**src/rtl/alu_pkg.sv**
```systemverilog
// Shared ALU definitions for the sequential divider: widths, FSM states and
// the divide-by-zero quotient pattern.
package alu_pkg;
    localparam int DIV_WIDTH = 16;
    localparam int DIV_ITERS = 16;
    localparam logic [DIV_WIDTH-1:0] DIV_ZERO_Q = 16'hFFFF;

    typedef enum logic [1:0] {
        DIV_IDLE,
        DIV_CALC,
        DIV_FIX
    } div_state_e;
endpackage

```
**src/rtl/seq_divider_16bit_if.sv**
```systemverilog
// Request/result bundle between the execute stage (master) and the divider (slave).
interface seq_divider_16bit_if #(parameter int WIDTH = 16);
    logic             start;
    logic             signed_op;
    logic [WIDTH-1:0] dividend;
    logic [WIDTH-1:0] divisor;
    logic [WIDTH-1:0] quotient;
    logic [WIDTH-1:0] remainder;
    logic             busy;
    logic             done;
    logic             div_zero;
    logic             ovfl;

    modport master (
        output start, signed_op, dividend, divisor,
        input  quotient, remainder, busy, done, div_zero, ovfl
    );
    modport slave (
        input  start, signed_op, dividend, divisor,
        output quotient, remainder, busy, done, div_zero, ovfl
    );
endinterface

```
**src/rtl/div_step.sv**
```systemverilog
// One restoring-division iteration: shift in the next dividend bit, trial
// subtract, keep the difference or restore depending on its sign.
module div_step #(
    parameter int WIDTH = 16
) (
    input  logic [WIDTH-1:0] rem_i,
    input  logic [WIDTH-1:0] q_i,
    input  logic [WIDTH-1:0] dvsr_i,
    output logic [WIDTH-1:0] rem_next_o,
    output logic [WIDTH-1:0] q_next_o
);
    logic [WIDTH:0] shifted;
    logic [WIDTH:0] trial;
    logic           borrow;

    // shifted < 2*dvsr, so the 17-bit difference is always in signed range
    assign shifted    = {rem_i, q_i[WIDTH-1]};
    assign trial      = shifted - {1'b0, dvsr_i};
    assign borrow     = trial[WIDTH];
    assign rem_next_o = borrow ? shifted[WIDTH-1:0] : trial[WIDTH-1:0];
    assign q_next_o   = {q_i[WIDTH-2:0], ~borrow};
endmodule

```
**src/rtl/seq_divider_16bit.sv**
```systemverilog
// Iterative signed/unsigned restoring divider, one quotient bit per clock,
// with start/done handshake and registered, held results.
module seq_divider_16bit
    import alu_pkg::*;
#(
    parameter int WIDTH = DIV_WIDTH
) (
    input logic                clk,
    input logic                rst,
    seq_divider_16bit_if.slave bus
);
    localparam int ITER_W = $clog2(WIDTH) + 1;

    div_state_e       state_q, state_d;
    logic [ITER_W-1:0] iter_q, iter_d;
    logic [WIDTH-1:0] rem_q, rem_d, q_q, q_d, dvsr_q, dvsr_d;
    logic             q_neg_q, q_neg_d, r_neg_q, r_neg_d;
    logic             dz_q, dz_d, ov_q, ov_d;
    logic [WIDTH-1:0] quot_q, quot_d, remo_q, remo_d;
    logic             busy_q, busy_d, done_q, done_d;
    logic             divz_q, divz_d, ovfl_q, ovfl_d;
    logic [WIDTH-1:0] rem_next, q_next;
    logic             sd, sv;

    div_step #(.WIDTH(WIDTH)) u_step (
        .rem_i      (rem_q),
        .q_i        (q_q),
        .dvsr_i     (dvsr_q),
        .rem_next_o (rem_next),
        .q_next_o   (q_next)
    );

    assign sd = bus.signed_op & bus.dividend[WIDTH-1];
    assign sv = bus.signed_op & bus.divisor[WIDTH-1];

    always_comb begin
        state_d = state_q;
        iter_d  = iter_q;
        rem_d   = rem_q;
        q_d     = q_q;
        dvsr_d  = dvsr_q;
        q_neg_d = q_neg_q;
        r_neg_d = r_neg_q;
        dz_d    = dz_q;
        ov_d    = ov_q;
        quot_d  = quot_q;
        remo_d  = remo_q;
        busy_d  = busy_q;
        done_d  = 1'b0;
        divz_d  = divz_q;
        ovfl_d  = ovfl_q;
        case (state_q)
            DIV_IDLE: begin
                if (bus.start) begin
                    busy_d = 1'b1;
                    divz_d = 1'b0;
                    ovfl_d = 1'b0;
                    iter_d = '0;
                    if (bus.divisor == '0) begin
                        // preload the fixed result so FIX passes it through unchanged
                        rem_d   = bus.dividend;
                        q_d     = DIV_ZERO_Q;
                        q_neg_d = 1'b0;
                        r_neg_d = 1'b0;
                        dz_d    = 1'b1;
                        ov_d    = 1'b0;
                        state_d = DIV_FIX;
                    end else begin
                        rem_d   = '0;
                        q_d     = sd ? -bus.dividend : bus.dividend;
                        dvsr_d  = sv ? -bus.divisor : bus.divisor;
                        q_neg_d = sd ^ sv;
                        r_neg_d = sd;
                        dz_d    = 1'b0;
                        ov_d    = bus.signed_op && (bus.dividend == {1'b1, {(WIDTH-1){1'b0}}})
                                  && (bus.divisor == '1);
                        state_d = DIV_CALC;
                    end
                end
            end
            DIV_CALC: begin
                rem_d  = rem_next;
                q_d    = q_next;
                iter_d = iter_q + ITER_W'(1);
                if (iter_q == ITER_W'(DIV_ITERS - 1)) state_d = DIV_FIX;
            end
            DIV_FIX: begin
                quot_d  = q_neg_q ? -q_q : q_q;
                remo_d  = r_neg_q ? -rem_q : rem_q;
                done_d  = 1'b1;
                busy_d  = 1'b0;
                divz_d  = dz_q;
                ovfl_d  = ov_q;
                state_d = DIV_IDLE;
            end
            default: state_d = DIV_IDLE;
        endcase
    end

    always_ff @(posedge clk or posedge rst) begin
        if (rst) begin
            state_q <= DIV_IDLE;
            iter_q  <= '0;
            rem_q   <= '0;
            q_q     <= '0;
            dvsr_q  <= '0;
            q_neg_q <= 1'b0;
            r_neg_q <= 1'b0;
            dz_q    <= 1'b0;
            ov_q    <= 1'b0;
            quot_q  <= '0;
            remo_q  <= '0;
            busy_q  <= 1'b0;
            done_q  <= 1'b0;
            divz_q  <= 1'b0;
            ovfl_q  <= 1'b0;
        end else begin
            state_q <= state_d;
            iter_q  <= iter_d;
            rem_q   <= rem_d;
            q_q     <= q_d;
            dvsr_q  <= dvsr_d;
            q_neg_q <= q_neg_d;
            r_neg_q <= r_neg_d;
            dz_q    <= dz_d;
            ov_q    <= ov_d;
            quot_q  <= quot_d;
            remo_q  <= remo_d;
            busy_q  <= busy_d;
            done_q  <= done_d;
            divz_q  <= divz_d;
            ovfl_q  <= ovfl_d;
        end
    end

    assign bus.quotient  = quot_q;
    assign bus.remainder = remo_q;
    assign bus.busy      = busy_q;
    assign bus.done      = done_q;
    assign bus.div_zero  = divz_q;
    assign bus.ovfl      = ovfl_q;
endmodule
```
**src/flat_wrapper.sv**
```systemverilog
// flat-port wrapper written by rule: the top's interface ports become plain ports
module seq_divider_16bit_flat import alu_pkg::*;
#(
    parameter int WIDTH = DIV_WIDTH
)
  (clk, rst, bus_start, bus_signed_op, bus_dividend, bus_divisor, bus_quotient, bus_remainder, bus_busy, bus_done, bus_div_zero, bus_ovfl);
  seq_divider_16bit_if #(.WIDTH(WIDTH)) bus_i ();
  input logic clk;
  input logic rst;
  input wire logic [$bits(bus_i.start)-1:0] bus_start;
  input wire logic [$bits(bus_i.signed_op)-1:0] bus_signed_op;
  input wire logic [$bits(bus_i.dividend)-1:0] bus_dividend;
  input wire logic [$bits(bus_i.divisor)-1:0] bus_divisor;
  output wire logic [$bits(bus_i.quotient)-1:0] bus_quotient;
  output wire logic [$bits(bus_i.remainder)-1:0] bus_remainder;
  output wire logic [$bits(bus_i.busy)-1:0] bus_busy;
  output wire logic [$bits(bus_i.done)-1:0] bus_done;
  output wire logic [$bits(bus_i.div_zero)-1:0] bus_div_zero;
  output wire logic [$bits(bus_i.ovfl)-1:0] bus_ovfl;
  assign bus_i.start = bus_start;
  assign bus_i.signed_op = bus_signed_op;
  assign bus_i.dividend = bus_dividend;
  assign bus_i.divisor = bus_divisor;
  assign bus_quotient = bus_i.quotient;
  assign bus_remainder = bus_i.remainder;
  assign bus_busy = bus_i.busy;
  assign bus_done = bus_i.done;
  assign bus_div_zero = bus_i.div_zero;
  assign bus_ovfl = bus_i.ovfl;
  seq_divider_16bit #(.WIDTH(WIDTH)) u_core (.clk(clk), .rst(rst), .bus(bus_i));
endmodule
```
**config.mk**
```make
export PLATFORM = sky130hd
export DESIGN_NAME = seq_divider_16bit_flat
export DESIGN_NICKNAME = d
export VERILOG_FILES = /design/src/rtl/alu_pkg.sv /design/src/rtl/seq_divider_16bit_if.sv /design/src/rtl/div_step.sv /design/src/rtl/seq_divider_16bit.sv /design/src/flat_wrapper.sv
export SDC_FILE = /design/constraint.sdc
export NUM_CORES = 1
export LEC_CHECK = 0
export BUFFER_PORTS_ARGS = -buffer_cell sky130_fd_sc_hd__buf_2
export CELL_PAD_IN_SITES_DETAIL_PLACEMENT = 0
export CELL_PAD_IN_SITES_GLOBAL_PLACEMENT = 1
export CORE_AREA = 2 2 116 118
export CTS_CLUSTER_DIAMETER = 150
export CTS_CLUSTER_SIZE = 28
export DETAILED_ROUTE_END_ITERATION = 8
export DIE_AREA = 0 0 118 120
export GPL_TIMING_DRIVEN = 0
export PLACE_DENSITY_LB_ADDON = 0.1
export SKIP_CTS_REPAIR_TIMING = 1
export SLEW_MARGIN = 20
export SYNTH_ARGS = -nofsm -noshare
export SYNTH_HDL_FRONTEND = slang
export SYNTH_SLANG_ARGS = --single-unit
```
**constraint.sdc**
```tcl
create_clock -name clk -period 4.8 [get_ports clk]
set_input_delay 0.48 -clock clk [delete_from_list [all_inputs] [get_ports clk]]
set_output_delay 0.48 -clock clk [all_outputs]
set_load 0.005 [all_outputs]
```
==> impl.org, run 1 <==
** Drt
- Total DRC errors in the routed layout :: 0
- Detailed Route Iter0 Violations :: 322
- The count of nets left with antenna violations once routing finished came out at 0.
- Average detailed-routed wire length per instance :: around 18 microns
- Across all layers, the routed design uses ~5700 vias.
- Wires add up to roughly 18 mm.
- The first detailed-routing pass ran for 5 iterations.
- Routed vias/inst :: ~5.7

** Synthesis
- Synthesis produced a netlist with a net count of about 780.
- Largest area contributor in the netlist :: sky130_fd_sc_hd__dfrtp_1
- Counting flops with an async set or reset pin after synthesis yields a share of 1.00.
- The netlist uses 53 different library cells.
- Synthesized instance count :: 722
- Top cell types by occurrence after synthesis :: 97 x sky130_fd_sc_hd__nand2_1, 95 x sky130_fd_sc_hd__dfrtp_1, 90 x sky130_fd_sc_hd__o21ai_0, 51 x sky130_fd_sc_hd__nor2_1, 35 x sky130_fd_sc_hd__a21oi_1
- Yosys attributes the largest share of cell area to sky130_fd_sc_hd__dfrtp_1 39%, sky130_fd_sc_hd__o21ai_0 7.4%, sky130_fd_sc_hd__nand2_1 6.0%.
- Cell Area, Synth :: ~0.0061 sq mm
- In this run the mean area of a mapped cell was around 8.5 sq um.
- The share of the Yosys chip area taken by registers is 0.390.
- Number of warning messages in the yosys log :: 0
- Post-synthesis register bit count :: 95
- Leading cell type by number of instances after synthesis :: sky130_fd_sc_hd__nand2_1
- In the synthesized netlist the dominant register cell turns out to be sky130_fd_sc_hd__dfrtp_1.
- The synthesized design contains 0 enable-type register cells.
- Of the post-synthesis cell area, the dominant cell type holds 0.390.

** GRT
- GRT overflow :: 0
- GR met3 Demand/Resource :: 0.0437
- First-pass GRT wire length :: between 20 and 30 mm
- For this run, the total global-route usage over all layers was measured as 0.254.
- Antenna violations before repair :: 0
- Vias in the first global route :: roughly 5300
- Entering global routing, the biggest net connects just over 70 pins.
- GRT busiest layer :: met2
- For this run, global-route usage on met1 was measured as 0.350.
- In the global route stage, met2 resource usage came out at 0.404.

** Timing
- Hold timing on the final database bottoms out at a slack of ~0.074 ns.
- Clock tree skew after final layout :: about 0.011 ns
- The number of max-slew violations in the final report is 0.
- The worst path needs 3.30 ns of the cycle, external delays included.
- Part of the cycle the worst path needs :: 0.686
- The final count of hold timing violations is 0.
- At the pin with the least slew margin, the transition time is 0.673 ns.
- Setup violations remaining at the end of the flow were counted as 0.
- Highest attainable clock frequency :: 303 MHz
- In the final timing run, aggregate negative setup slack is 0 ns.
- Relative slew margins :: 0.551
- RSZ-0062 raised after global routing :: no

** Clock tree
- TritonCTS clock tree :: done
- CTS HTree Levels :: 3
- For the worst-skew pair, the clock arrives at the later sink with an insertion delay of about 0.34 ns.
- TritonCTS Buffers :: 9
- Buffers from clock root to sink, at most :: 2
- The clock drives 95 sinks.
- Clk pin slew, worst setup/hold paths :: 0.07 ns
- Clock tree synthesis selected as its root buffer the cell sky130_fd_sc_hd__clkbuf_16.

** Finish
- Area growth from synthesis to final layout :: 14.8%
- Diode count :: 0
- Share of post-route cells with drive strength above 1 :: 0.133
- Count of nets after finishing :: ~870

** Placed design
- Number of port buffers :: just over 70
- Summed over all nets, the half-perimeter wirelength after detailed placement is between 10 and 15 mm.
- Final weighted congestion in routability-driven placement :: 0.904

** Hold path
- Worst min path class :: input port to async pin

** Power
- Static Leak :: 3.10 nW
- The worst-case IR drop observed on VDD is between 0.2 and 0.3 mV.
- Power per cell area :: 686 mW/mm^2

** Flow run
- Reported max-cap violation count :: 0

** Critical path
- First element of the critical path :: u_core.q_q[15]
- Highest fanout seen on the critical path :: 10
- Sort of element at the end of the critical path :: register
- In this run the critical register-to-register path is launched from u_core.q_q[15].
- CP Data Arrival Time :: about 3.5 ns
- Startpoint type of the worst setup path :: register
- Critical setup path kind :: register to register
- Required @ worst endpoint :: roughly 5 ns

** Die
- Die outline area :: between 0.01 and 0.015 sq mm
- After floorplanning, the core was sized to cover about 0.013 sq mm.
- X dimension of the die :: between 100 and 150 microns
- Site Rows :: between 40 and 50
- Initial core utilization :: 0.470
- Number of top-level design ports :: slightly above 70
- The die is 120 microns tall.

** Run status
- The run finished with clean final reports.
## stage by stage
step | cells | worst slack [ns] | util | cell area [sq um] | total power [mW]
after floorplan | 722 | 1.84 | - | 6100 | 3.32
after global placement | 969 | 0.814 | 0.514 | 6680 | 4.00
after detailed placement | 970 | 1.57 | 0.517 | 6710 | 4.06
after CTS | 986 | 1.53 | 0.540 | 7010 | 4.81
after global routing | 986 | 1.30 | 0.540 | 7010 | 5.23
final | 986 | 1.50 | 0.540 | 7010 | 4.80
## worst max-delay path, cell delays in order (launching register included)
cell,delay [ns]
sky130_fd_sc_hd__dfrtp_1,0.38
sky130_fd_sc_hd__inv_1,0.10
sky130_fd_sc_hd__ha_1,0.23
sky130_fd_sc_hd__fa_1,0.41
sky130_fd_sc_hd__nand2b_1,0.20
sky130_fd_sc_hd__a211oi_1,0.47
sky130_fd_sc_hd__o21ai_0,0.22
sky130_fd_sc_hd__a311oi_1,0.41
sky130_fd_sc_hd__clkbuf_1,0.48
sky130_fd_sc_hd__nand3_1,0.15
sky130_fd_sc_hd__o311a_1,0.14
## kinds of logic (layout without fill, tap and decap cells)
family | after synthesis | count (layout) | synth area share
flip-flops | 95 | 95 | 0.390
AND/OR/NAND/NOR | 254 | 254 | 0.196
AO/OA/AOI/OAI | 208 | 208 | 0.212
buffers and inverters | 67 | 155 | 0.0445
XOR/XNOR | 66 | 66 | 0.0947
multiplexers | 8 | 8 | 0.0131
adder cells (fa/ha/maj) | 24 | 24 | 0.0504
## final timing paths
check / to / slack [ns] / cells past startpoint
worst min-delay path: u_core.bus.quotient[11] / 0.07 / 2
max in group asynchronous: u_core.dvsr_q[5] / 4.09 / 3
worst min register to register: u_core.bus.remainder[14] / 0.47 / 2
worst max register to register: u_core.rem_q[8] / 1.50 / 10
worst max-delay path: u_core.rem_q[8] / 1.50 / 10
min in group clk: u_core.bus.busy / 0.43 / 3
## cell type report
class	instances	area (sq um)
buffer	38	163
tap	176	220
sequential	95	2380
clock inverter	6	67.6
multi-input combinational	560	3450
fill	1269	5970
clock buffer	10	229
inverter	29	114
timing repair buffer	72	383
## power by group
group | internal, mW | leakage [nW] | switching [mW]
Clock | 0.407 | 0.139 | 0.316
Sequential | 1.12 | 1.21 | 0.331
Combinational | 1.09 | 1.75 | 1.54
## cells in the final DEF, fill, tap and decap left out, types with 7 or more instances in the layout
| cell | n |
|---|---|
| sky130_fd_sc_hd__clkbuf_16 | 9 |
| sky130_fd_sc_hd__dfrtp_1 | 95 |
| sky130_fd_sc_hd__xnor2_1 | 32 |
| sky130_fd_sc_hd__and3_1 | 7 |
| sky130_fd_sc_hd__clkbuf_1 | 30 |
| sky130_fd_sc_hd__nand3_1 | 33 |
| sky130_fd_sc_hd__nor3_1 | 12 |
| sky130_fd_sc_hd__a21oi_1 | 35 |
| sky130_fd_sc_hd__inv_1 | 28 |
| sky130_fd_sc_hd__nand2b_1 | 9 |
| sky130_fd_sc_hd__or3_1 | 7 |
| sky130_fd_sc_hd__xor2_1 | 34 |
| sky130_fd_sc_hd__buf_2 | 75 |
| sky130_fd_sc_hd__o21ai_0 | 90 |
| sky130_fd_sc_hd__mux2i_1 | 8 |
| sky130_fd_sc_hd__nor2_1 | 51 |
| sky130_fd_sc_hd__o31ai_1 | 20 |
| sky130_fd_sc_hd__a31oi_1 | 8 |
| sky130_fd_sc_hd__ha_1 | 23 |
| sky130_fd_sc_hd__nand2_1 | 97 |
## layer usage
metal	vias up	wire length (microns)
li1	2731	-
met1	2736	8050
met2	174	8130
met3	24	1130
met4	0	296
met5	-	0
## flip-flops by register name, summed over array words and instances, names as in the netlist, 2 cells and up
register              count
u_core.q_q               16
u_core.bus.quotient      16
u_core.rem_q             16
u_core.iter_q             5
u_core.dvsr_q            16
u_core.state_q            2
u_core.bus.remainder     16
(Power assumes the default switching activity.)
==> run 2, diff against run 1 <==
--- a/config.mk
+++ b/config.mk
@@ -5,14 +5,15 @@
 export SDC_FILE = /design/constraint.sdc
 export NUM_CORES = 1
 export LEC_CHECK = 0
+export ABC_AREA = 1
 export BUFFER_PORTS_ARGS = -buffer_cell sky130_fd_sc_hd__buf_2
 export CELL_PAD_IN_SITES_DETAIL_PLACEMENT = 0
 export CELL_PAD_IN_SITES_GLOBAL_PLACEMENT = 1
-export CORE_AREA = 2 2 116 118
+export CORE_AREA = 2 2 128 130
 export CTS_CLUSTER_DIAMETER = 150
 export CTS_CLUSTER_SIZE = 28
 export DETAILED_ROUTE_END_ITERATION = 8
-export DIE_AREA = 0 0 118 120
+export DIE_AREA = 0 0 130 132
 export GPL_TIMING_DRIVEN = 0
 export PLACE_DENSITY_LB_ADDON = 0.1
 export SKIP_CTS_REPAIR_TIMING = 1
==> constraint.sdc (replaced) <==
create_clock -name clk -period 3.45 [get_ports clk]
set_input_delay 0.345 -clock clk [delete_from_list [all_inputs] [get_ports clk]]
set_output_delay 0.345 -clock clk [all_outputs]
set_load 0.005 [all_outputs]
==> run 2 against run 1 <==
Against the previous run:
- clock skew fell by 0.0018 ns
- via count rose by 13%
- wire length rose by 14%
- area after synthesis rose by 13%
- die area rose by 21%
- the flow now finishes with violations (hold timing)
- sequential share of layout area fell by 3.6 points
- total power rose by 83%
- sequential power rose by 40%
- largest cell class unchanged
- global-route usage fell by 1.5 points
- highest routed layer unchanged
- register-to-register slack got worse by 0.52 ns
- first-iteration DRC count rose by 18%
==> impl.org, run 2 <==
** Synthesis
- Number of warning messages in the yosys log :: 0 (unchanged)
- The commonest cells after synthesis are 235 x sky130_fd_sc_hd__nand2_1, 152 x sky130_fd_sc_hd__inv_1, 95 x sky130_fd_sc_hd__dfrtp_1, 75 x sky130_fd_sc_hd__nor2_1, 67 x sky130_fd_sc_hd__nand3_1.
- Largest area contributor in the netlist :: sky130_fd_sc_hd__dfrtp_1
- The average cell area after synthesis came to 7.08 sq um (-16%).
- Total nets after synthesis :: 1030 (+32%)
- Unique cell type count in the Yosys netlist :: 49 (-7.5%)
- The most used flip-flop cell after synthesis is sky130_fd_sc_hd__dfrtp_1.
- Async set or reset register ratio after synthesis :: 1.00 (unchanged)
- Sorting the synthesized cells by area gives the leading types as sky130_fd_sc_hd__dfrtp_1 35%, sky130_fd_sc_hd__nand2_1 13%, sky130_fd_sc_hd__inv_1 8.3%.
- The sequential fraction of the synthesis area came to 0.346 (-0.0436).
- The top-area cell type share of the netlist area is 0.346 (-0.0436).
- The netlist area before placement was 0.00687 sq mm (+13%).
- The number of flops mapped to enable cells by yosys came to 0 (unchanged).
- Synthesized instance count :: 970 (+34%)
- The number of synthesized register bits came to 95 (unchanged).
- Leading cell type by number of instances after synthesis :: sky130_fd_sc_hd__nand2_1

** Die
- The vertical die dimension was 132 microns (+10%).
- The count of boundary I/O pins was 72 (unchanged).
- Die outline area :: 0.0172 sq mm (+21%)
- Initial core utilization :: 0.437 (-0.0329)
- The core footprint came to 0.0157 sq mm (+21%).
- Site Rows :: 46 (+9.5%)
- X dimension of the die :: 130 microns (+10%)

** GRT
- The global-route wire length before repair is 31.8 mm (+13%).
- Overall global routing resource usage :: 0.238 (-0.0153)
- The total congestion overflow was 0 (unchanged).
- The number of global-route vias before repair is 5888 (+11%).
- Antenna violations before repair :: 0 (unchanged)
- Largest net degree at the start of global routing :: 59 (-18%)

** Clock tree
- The later-pin clock latency in the skew report is 0.35 ns (about the same).
- TritonCTS Buffers :: 9 (unchanged)
- Buffers from clock root to sink, at most :: 2 (unchanged)
- CTS HTree Levels :: 3 (unchanged)
- Clock root buffer master :: sky130_fd_sc_hd__clkbuf_16
- TritonCTS built the clock tree.
- Clk pin slew, worst setup/hold paths :: 0.07 ns (about the same)
- Number of sinks handled by clock tree synthesis :: 95 (unchanged)

** Critical path
- The worst setup path is launched from a register.
- The largest stage delay on the critical path came to 0.40 ns (-0.08 ns).
- Required @ worst endpoint :: 3.68 ns (-1.34 ns)
- Top Family by Delay on Critical Path :: simple AND/OR/NAND/NOR gates
- STA classifies the critical path endpoint as a register.
- CP Data Arrival Time :: 2.69 ns (-0.82 ns)
- Cell type of the slowest stage on the worst timing path :: sky130_fd_sc_hd__fa_1
- Critical setup path kind :: register to register
- Critical Path, Cell by Cell :: inv_1 > ha_1 > fa_1 > inv_1 > nand2_1 > nand2_1 > nand3_2 > nand2_2 > nand2_4 > nand2_2 > nand2_4 > nand2_4 > buf_8 > nand2_2 > nand3_2 > a21boi_1
- Flop-to-flop setup slack :: 0.99 ns (-0.52 ns)
- The maximum fanout along the worst path is 10 (unchanged).
- Buf/Inv on CP :: 3 (+1)

** Timing
- Pins over their slew limit :: 0 (unchanged)
- Relative slew margins :: 0.455 (-0.0965)
- The worst-case clock skew is 0.00965 ns (-0.00182 ns).
- The fraction of the cycle the final worst path needs came to 0.714 (+0.0271).
- Final hold violation count :: 25 (+25)
- The final critical-path required period was 2.46 ns (-0.833 ns).
- Min Hold Slack :: -0.0191 ns (-0.0932 ns)
- Final setup violation count :: 0 (unchanged)
- Highest attainable clock frequency :: 406 MHz (+34%)
- The transition time at the pin with the least slew margin was 0.818 ns (+0.145 ns).
- Setup repair after global routing left no endpoint under its margin.

** Hold path
- The min-delay analysis places its worst path in the category input port to async pin.

** Run status
- The final reports fail on hold timing.
- The flow ran to the end, but the final reports show violations.

** Power
- Peak supply drop :: 0.449 mV (+78%)
- The power per cell area is 1120 mW/mm^2 (+64%).
- Net switching power figure :: 4.48 mW (+100%)
- Part of the total power dissipated in sequential elements :: 0.230 (-0.072)
- The internal power consumption came to 4.33 mW (+66%).
- Final total power :: 8.82 mW (+83%)
- Gate power share :: 0.646 (+0.098)
- The proportion of power drawn by the clock network was 0.124 (-0.027).
- Static Leak :: 4.12 nW (+33%)
- The switching power as a share of total power came to 0.508 (+0.0529).

** Finish
- Area growth from synthesis to final layout :: 14.2%
- The library cell used most frequently in the layout, excluding fill and tap cells, is sky130_fd_sc_hd__nand2_1.
- The fraction of layout cells with a size suffix above 1 came to 0.156 (+0.0228).
- The total number of nets in the final design was 1113 (+29%).
- Most frequent cells in the layout :: 235 x sky130_fd_sc_hd__nand2_1, 151 x sky130_fd_sc_hd__inv_1, 95 x sky130_fd_sc_hd__dfrtp_1, 76 x sky130_fd_sc_hd__buf_2, 75 x sky130_fd_sc_hd__nor2_1
- The count of inserted antenna diode cells was 0 (unchanged).
- The number of cells in the finished layout apart from fillers was 1273 (+29%).

** Drt
- The per-cell routed wire length is 15.7 microns (-12%).
- Routed vias/inst :: 5.02 (-13%)
- Via count :: 6395 (+13%)
- The total iterations of the first detailed-routing run is 5 (unchanged).
- Detailed Route Iter0 Violations :: 379 (+18%)
- Total DRC errors in the routed layout :: 0 (unchanged)
- The remaining antenna violation count is 0 (unchanged).
- Final wirelength :: 20.0 mm (+14%)

** Placed design
- The detailed placer's ending HPWL is 15.9 mm (+17%).
- The quantity of I/O buffers inserted on ports was 71 (unchanged).
- The cell total after placement was 1258 (+30%).
- Final weighted congestion in routability-driven placement :: 0.934 (+3.3%)

** Flow run
- Reported max-cap violation count :: 0 (unchanged)
==> run 2: path summary, 6_finish.rpt <==
check,from,to,depth (start not counted)
worst max-delay path,u_core.q_q[15],u_core.rem_q[2],16
min in group clk,bus_divisor[15],u_core.dvsr_q[15],3
max in group asynchronous,rst,u_core.rem_q[2],3
worst max register to register,u_core.q_q[15],u_core.rem_q[2],16
worst min-delay path,rst,u_core.bus.done,2
worst min register to register,u_core.bus.quotient[11],u_core.bus.quotient[11],2
==> run 2: power groups by stage <==
stage                     logic [mW]  registers (mW)  clock network [mW]
after floorplan                 4.22            1.96                   0
after global placement          5.64            2.02                   0
after detailed placement        5.67            2.04                   0
after CTS                       5.70            2.02                1.11
after global routing            6.43            2.09                1.15
final                           5.70            2.03                1.09
==> run 2: per-layer routing <==
layer / vias to the layer above / global-route usage / share of wire
met2: 135 / 0.361 / 0.44
met3: 9 / 0.0248 / 0.039
met1: 2975 / 0.370 / 0.51
met5: - / 0 / 0
met4: 0 / 0.0430 / 0.0077
li1: 3276 / - / -
==> run 2: final cells by class <==
class                           count  area [sq um]
Fill cell                        1646          7870
Inverter                          159           602
Buffer                             28           164
Sequential cell                    95          2380
Clock inverter                      6          93.8
Timing Repair Buffer               72           383
Multi-Input combinational cell    688          3730
Clock buffer                        9           225
Tap cell                          216           270
==> run 2: stage by stage <==
stage	instance area [sq um]	setup TNS [ns]	worst slack, ns	utilization
final	7850	0	0.988	0.499
after global routing	7850	0	0.804	0.499
after CTS	7850	0	0.967	0.499
after detailed placement	7530	0	0.984	0.479
after global placement	7500	-52.84	-0.567	0.477
after floorplan	6870	0	0.628	-
==> run 2: kinds of logic after synthesis <==
kind of cell,after synthesis,share of synthesized area
AND/OR/NAND/NOR,456,0.303
buffers and inverters,187,0.111
XOR/XNOR,43,0.0548
AO/OA/AOI/OAI,165,0.140
adder cells (fa/ha/maj),24,0.0448
flip-flops,95,0.346
==> run 3, diff against run 2 <==
--- a/config.mk
+++ b/config.mk
@@ -9,11 +9,11 @@
 export BUFFER_PORTS_ARGS = -buffer_cell sky130_fd_sc_hd__buf_2
 export CELL_PAD_IN_SITES_DETAIL_PLACEMENT = 0
 export CELL_PAD_IN_SITES_GLOBAL_PLACEMENT = 1
-export CORE_AREA = 2 2 128 130
+export CORE_AREA = 2 2 136 138
 export CTS_CLUSTER_DIAMETER = 150
 export CTS_CLUSTER_SIZE = 28
 export DETAILED_ROUTE_END_ITERATION = 8
-export DIE_AREA = 0 0 130 132
+export DIE_AREA = 0 0 138 140
 export GPL_TIMING_DRIVEN = 0
 export PLACE_DENSITY_LB_ADDON = 0.1
 export SKIP_CTS_REPAIR_TIMING = 1
==> constraint.sdc (replaced) <==
create_clock -name clk -period 2.1 [get_ports clk]
set_input_delay 0.21 -clock clk [delete_from_list [all_inputs] [get_ports clk]]
set_output_delay 0.21 -clock clk [all_outputs]
set_load 0.005 [all_outputs]
==> run 3 against run 2 <==
Against the previous run:
- the run ends with setup timing left
- global-route usage fell by 1.0 points
- flip-flop and latch count did not move
- worst setup slack got worse by 1.1 ns
- utilization fell by 3.5 points
- clock skew rose by 0.00075 ns
- total power rose by 80%
- worst hold slack improved by 0.17 ns
- design area rose by 5.2%
- final cell count rose by 2.2%
- first-iteration DRC count fell by 3.2%
- highest routed layer unchanged
==> impl.org, run 3 (synthesis results as in run 2) <==
** Run status
- Status :: finished with violations
- The checks that failed: setup timing.

** Drt
- The met2 wire length is 9.41 mm (+6.9%).
- Total DRC errors in the routed layout :: 0 (unchanged)
- Via count :: 6470 (+1.2%)
- Final wirelength :: 21.6 mm (+7.9%)
- The wire length on met1 is 11.2 mm (+8.3%).
- The remaining antenna violation count came to 0 (unchanged).
- The per-cell routed wire length was 16.6 microns (+5.6%).
- Detailed-routed wire length on met3 :: 715 microns (-8.8%)
- Routed vias/inst :: 4.97 (-1.0%)
- Pre-antenna DRT Iters :: 5 (unchanged)
- The number of DRC markers in iteration 0 came to 367 (-3.2%).
- Top layer in use :: met4

** Clock tree
- CTS HTree Levels :: 3 (unchanged)
- The later-pin clock latency in the skew report came to 0.36 ns (about the same).
- Clk pin slew, worst setup/hold paths :: 0.08 ns (about the same)
- TritonCTS built the clock tree.
- TritonCTS Buffers :: 9 (unchanged)
- Clock root buffer master :: sky130_fd_sc_hd__clkbuf_16
- Number of sinks handled by clock tree synthesis :: 95 (unchanged)
- Buffers from clock root to sink, at most :: 2 (unchanged)

** Critical path
- The worst setup path is launched from a register.
- The data arrival time of the critical path is 2.46 ns (-0.23 ns).
- Most used cell, CP :: sky130_fd_sc_hd__nand2_4
- The data required time of the critical path is 2.39 ns (-1.29 ns).
- Critical setup path kind :: register to register
- Highest fanout seen on the critical path :: 7 (-3)
- The critical path goes through inv_2 > ha_4 > fa_2 > inv_2 > nand2_2 > nand2_4 > nand3_4 > nand2_4 > nand2_4 > nand3_4 > nand2_8 > clkbuf_16 > nand2_2 > nand3_2 > a21boi_2.
- The largest stage delay on the critical path is 0.36 ns (-0.04 ns).
- Sort of element at the end of the critical path :: register
- For this design, the slowest cell found on the critical path is sky130_fd_sc_hd__dfrtp_1.

** Timing
- Setup slack after layout :: -0.0709 ns (-1.06 ns)
- The transition time at the pin with the least slew margin is 0.639 ns (-0.178 ns).
- The post-route setup TNS came to -0.420 ns (-0.420 ns).
- Part of the cycle the worst path needs :: 1.03 (+0.320)
- Final setup violation count :: 12 (+12)
- Final hold violation count :: 0 (-100%)
- Highest attainable clock frequency :: 461 MHz (+13%)
- The final critical-path required period is 2.17 ns (-0.291 ns).
- Relative slew margins :: 0.574 (+0.119)
- Pins over their slew limit :: 0 (unchanged)
- Clock tree skew after final layout :: 0.0104 ns (+0.000747 ns)
- RSZ-0062 raised after global routing :: yes

** Finish
- The number of fill cells was 1930 (+17%).
- Leaving out fill and tap cells, the most frequent cell in the layout is sky130_fd_sc_hd__nand2_1.
- The total number of nets in the final design came to 1127 (+1.3%).
- From synthesis to final layout, the design area changed by 20.2%.
- The fraction of layout cells with a size suffix above 1 was 0.196 (+0.0398).
- Diode count :: 0 (unchanged)
- In the layout the commonest cells are 231 x sky130_fd_sc_hd__nand2_1, 146 x sky130_fd_sc_hd__inv_1, 92 x sky130_fd_sc_hd__dfrtp_1, 76 x sky130_fd_sc_hd__buf_2, 74 x sky130_fd_sc_hd__nor2_1.

** Placed design
- The weighted congestion at the end of routability-driven global placement is 0.857 (-8.3%).
- Placement-stage worst setup slack :: -0.430 ns (-1.41 ns)
- The detailed placer's ending HPWL came to 17.2 mm (+8.4%).
- The quantity of I/O buffers inserted on ports is 71 (unchanged).

** Power
- Proportion of power drawn by the clock network :: 0.116 (-0.008)
- The part of the power in combinational logic is 0.671 (+0.025).
- Switching power as a share of total power :: 0.509 (+0.000552)
- The internal power consumption is 7.81 mW (+80%).
- The power per cell area came to 1920 mW/mm^2 (+71%).
- Peak supply drop :: 0.748 mV (+66%)
- Net switching power figure :: 8.09 mW (+80%)
- The leakage component of the power came to 4.23 nW (+2.7%).
- Part of the total power dissipated in sequential elements :: 0.213 (-0.017)

** GRT
- Largest net degree at the start of global routing :: 33 (-44%)
- The total global-route track usage came to 0.228 (-0.0103).
- The initial antenna violation count was 0 (unchanged).
- First-pass GRT wire length :: 34.6 mm (+8.9%)
- Vias in the first global route :: 6302 (+7.0%)
- GRT overflow :: 0 (unchanged)

** Hold path
- The path class of the tightest hold or removal check is input port to register.

** Die
- X dimension of the die :: 138 microns (+6.2%)
- Number of top-level design ports :: 72 (unchanged)
- The vertical die dimension came to 140 microns (+6.1%).
- Initial core utilization :: 0.386 (-0.0508)
- The full die area was 0.0193 sq mm (+13%).
- Site Rows :: 49 (+6.5%)
- Area of the core :: 0.0178 sq mm (+13%)

** Flow run
- Reported max-cap violation count :: 0 (unchanged)
run 3: layer usage:
metal / up-vias / global-route usage
met3: 23 / 0.0243
li1: 3308 / -
met5: - / 0
met4: 0 / 0.0639
met2: 122 / 0.353
met1: 3017 / 0.339
run 3: power groups by stage:
stage	clock network [mW]	registers, mW	logic [mW]
after CTS	1.86	3.35	9.46
after global routing	1.93	3.51	12.0
after detailed placement	0	3.38	9.41
final	1.84	3.39	10.7
after global placement	0	3.35	9.37
after floorplan	0	3.22	6.93
run 3: layout make-up:
class | count | area, sq um | area share
multi-input combinational | 690 | 3960 | 0.479
sequential | 95 | 2380 | 0.288
inverter | 159 | 604 | 0.0732
timing repair buffer | 85 | 526 | 0.0636
tap | 229 | 287 | 0.0347
clock buffer | 9 | 225 | 0.0273
buffer | 27 | 174 | 0.0211
clock inverter | 7 | 103 | 0.0124
run 3: worst paths after layout:
path / from / slack (ns) / end / cells after the start
worst max-delay path: u_core.q_q[15] / -0.07 / u_core.rem_q[5] / 15
worst min register to register: u_core.bus.quotient[11] / 0.48 / u_core.bus.quotient[11] / 2
min in group asynchronous: rst / 0.42 / u_core.bus.done / 3
max in group asynchronous: rst / 0.96 / u_core.rem_q[5] / 5
worst max register to register: u_core.q_q[15] / -0.07 / u_core.rem_q[5] / 15
worst min-delay path: bus_divisor[15] / 0.15 / u_core.dvsr_q[15] / 3
run 3: worst max-delay path, delay by kind of cell, from the launching register on:
kind | cells | cell delay [ns]
simple gates | 9 | 0.77
flops | 1 | 0.36
buf+inv | 3 | 0.32
fa+ha+maj | 2 | 0.53
compound gates | 1 | 0.12
run 3: per-stage QoR:
stage / util / total power [mW] / std cells / cell area [sq um] / hold slack, ns
2_1_floorplan: - / 10.1 / 970 / 6870 / 0.364
3_3_place_gp: 0.423 / 12.7 / 1270 / 7520 / 0.460
3_5_place_dp: 0.427 / 12.8 / 1273 / 7580 / 0.278
4_1_cts: 0.445 / 14.7 / 1289 / 7910 / -0.119
5_1_grt: 0.464 / 17.5 / 1301 / 8260 / 0.173
6_report: 0.464 / 15.9 / 1301 / 8260 / 0.148
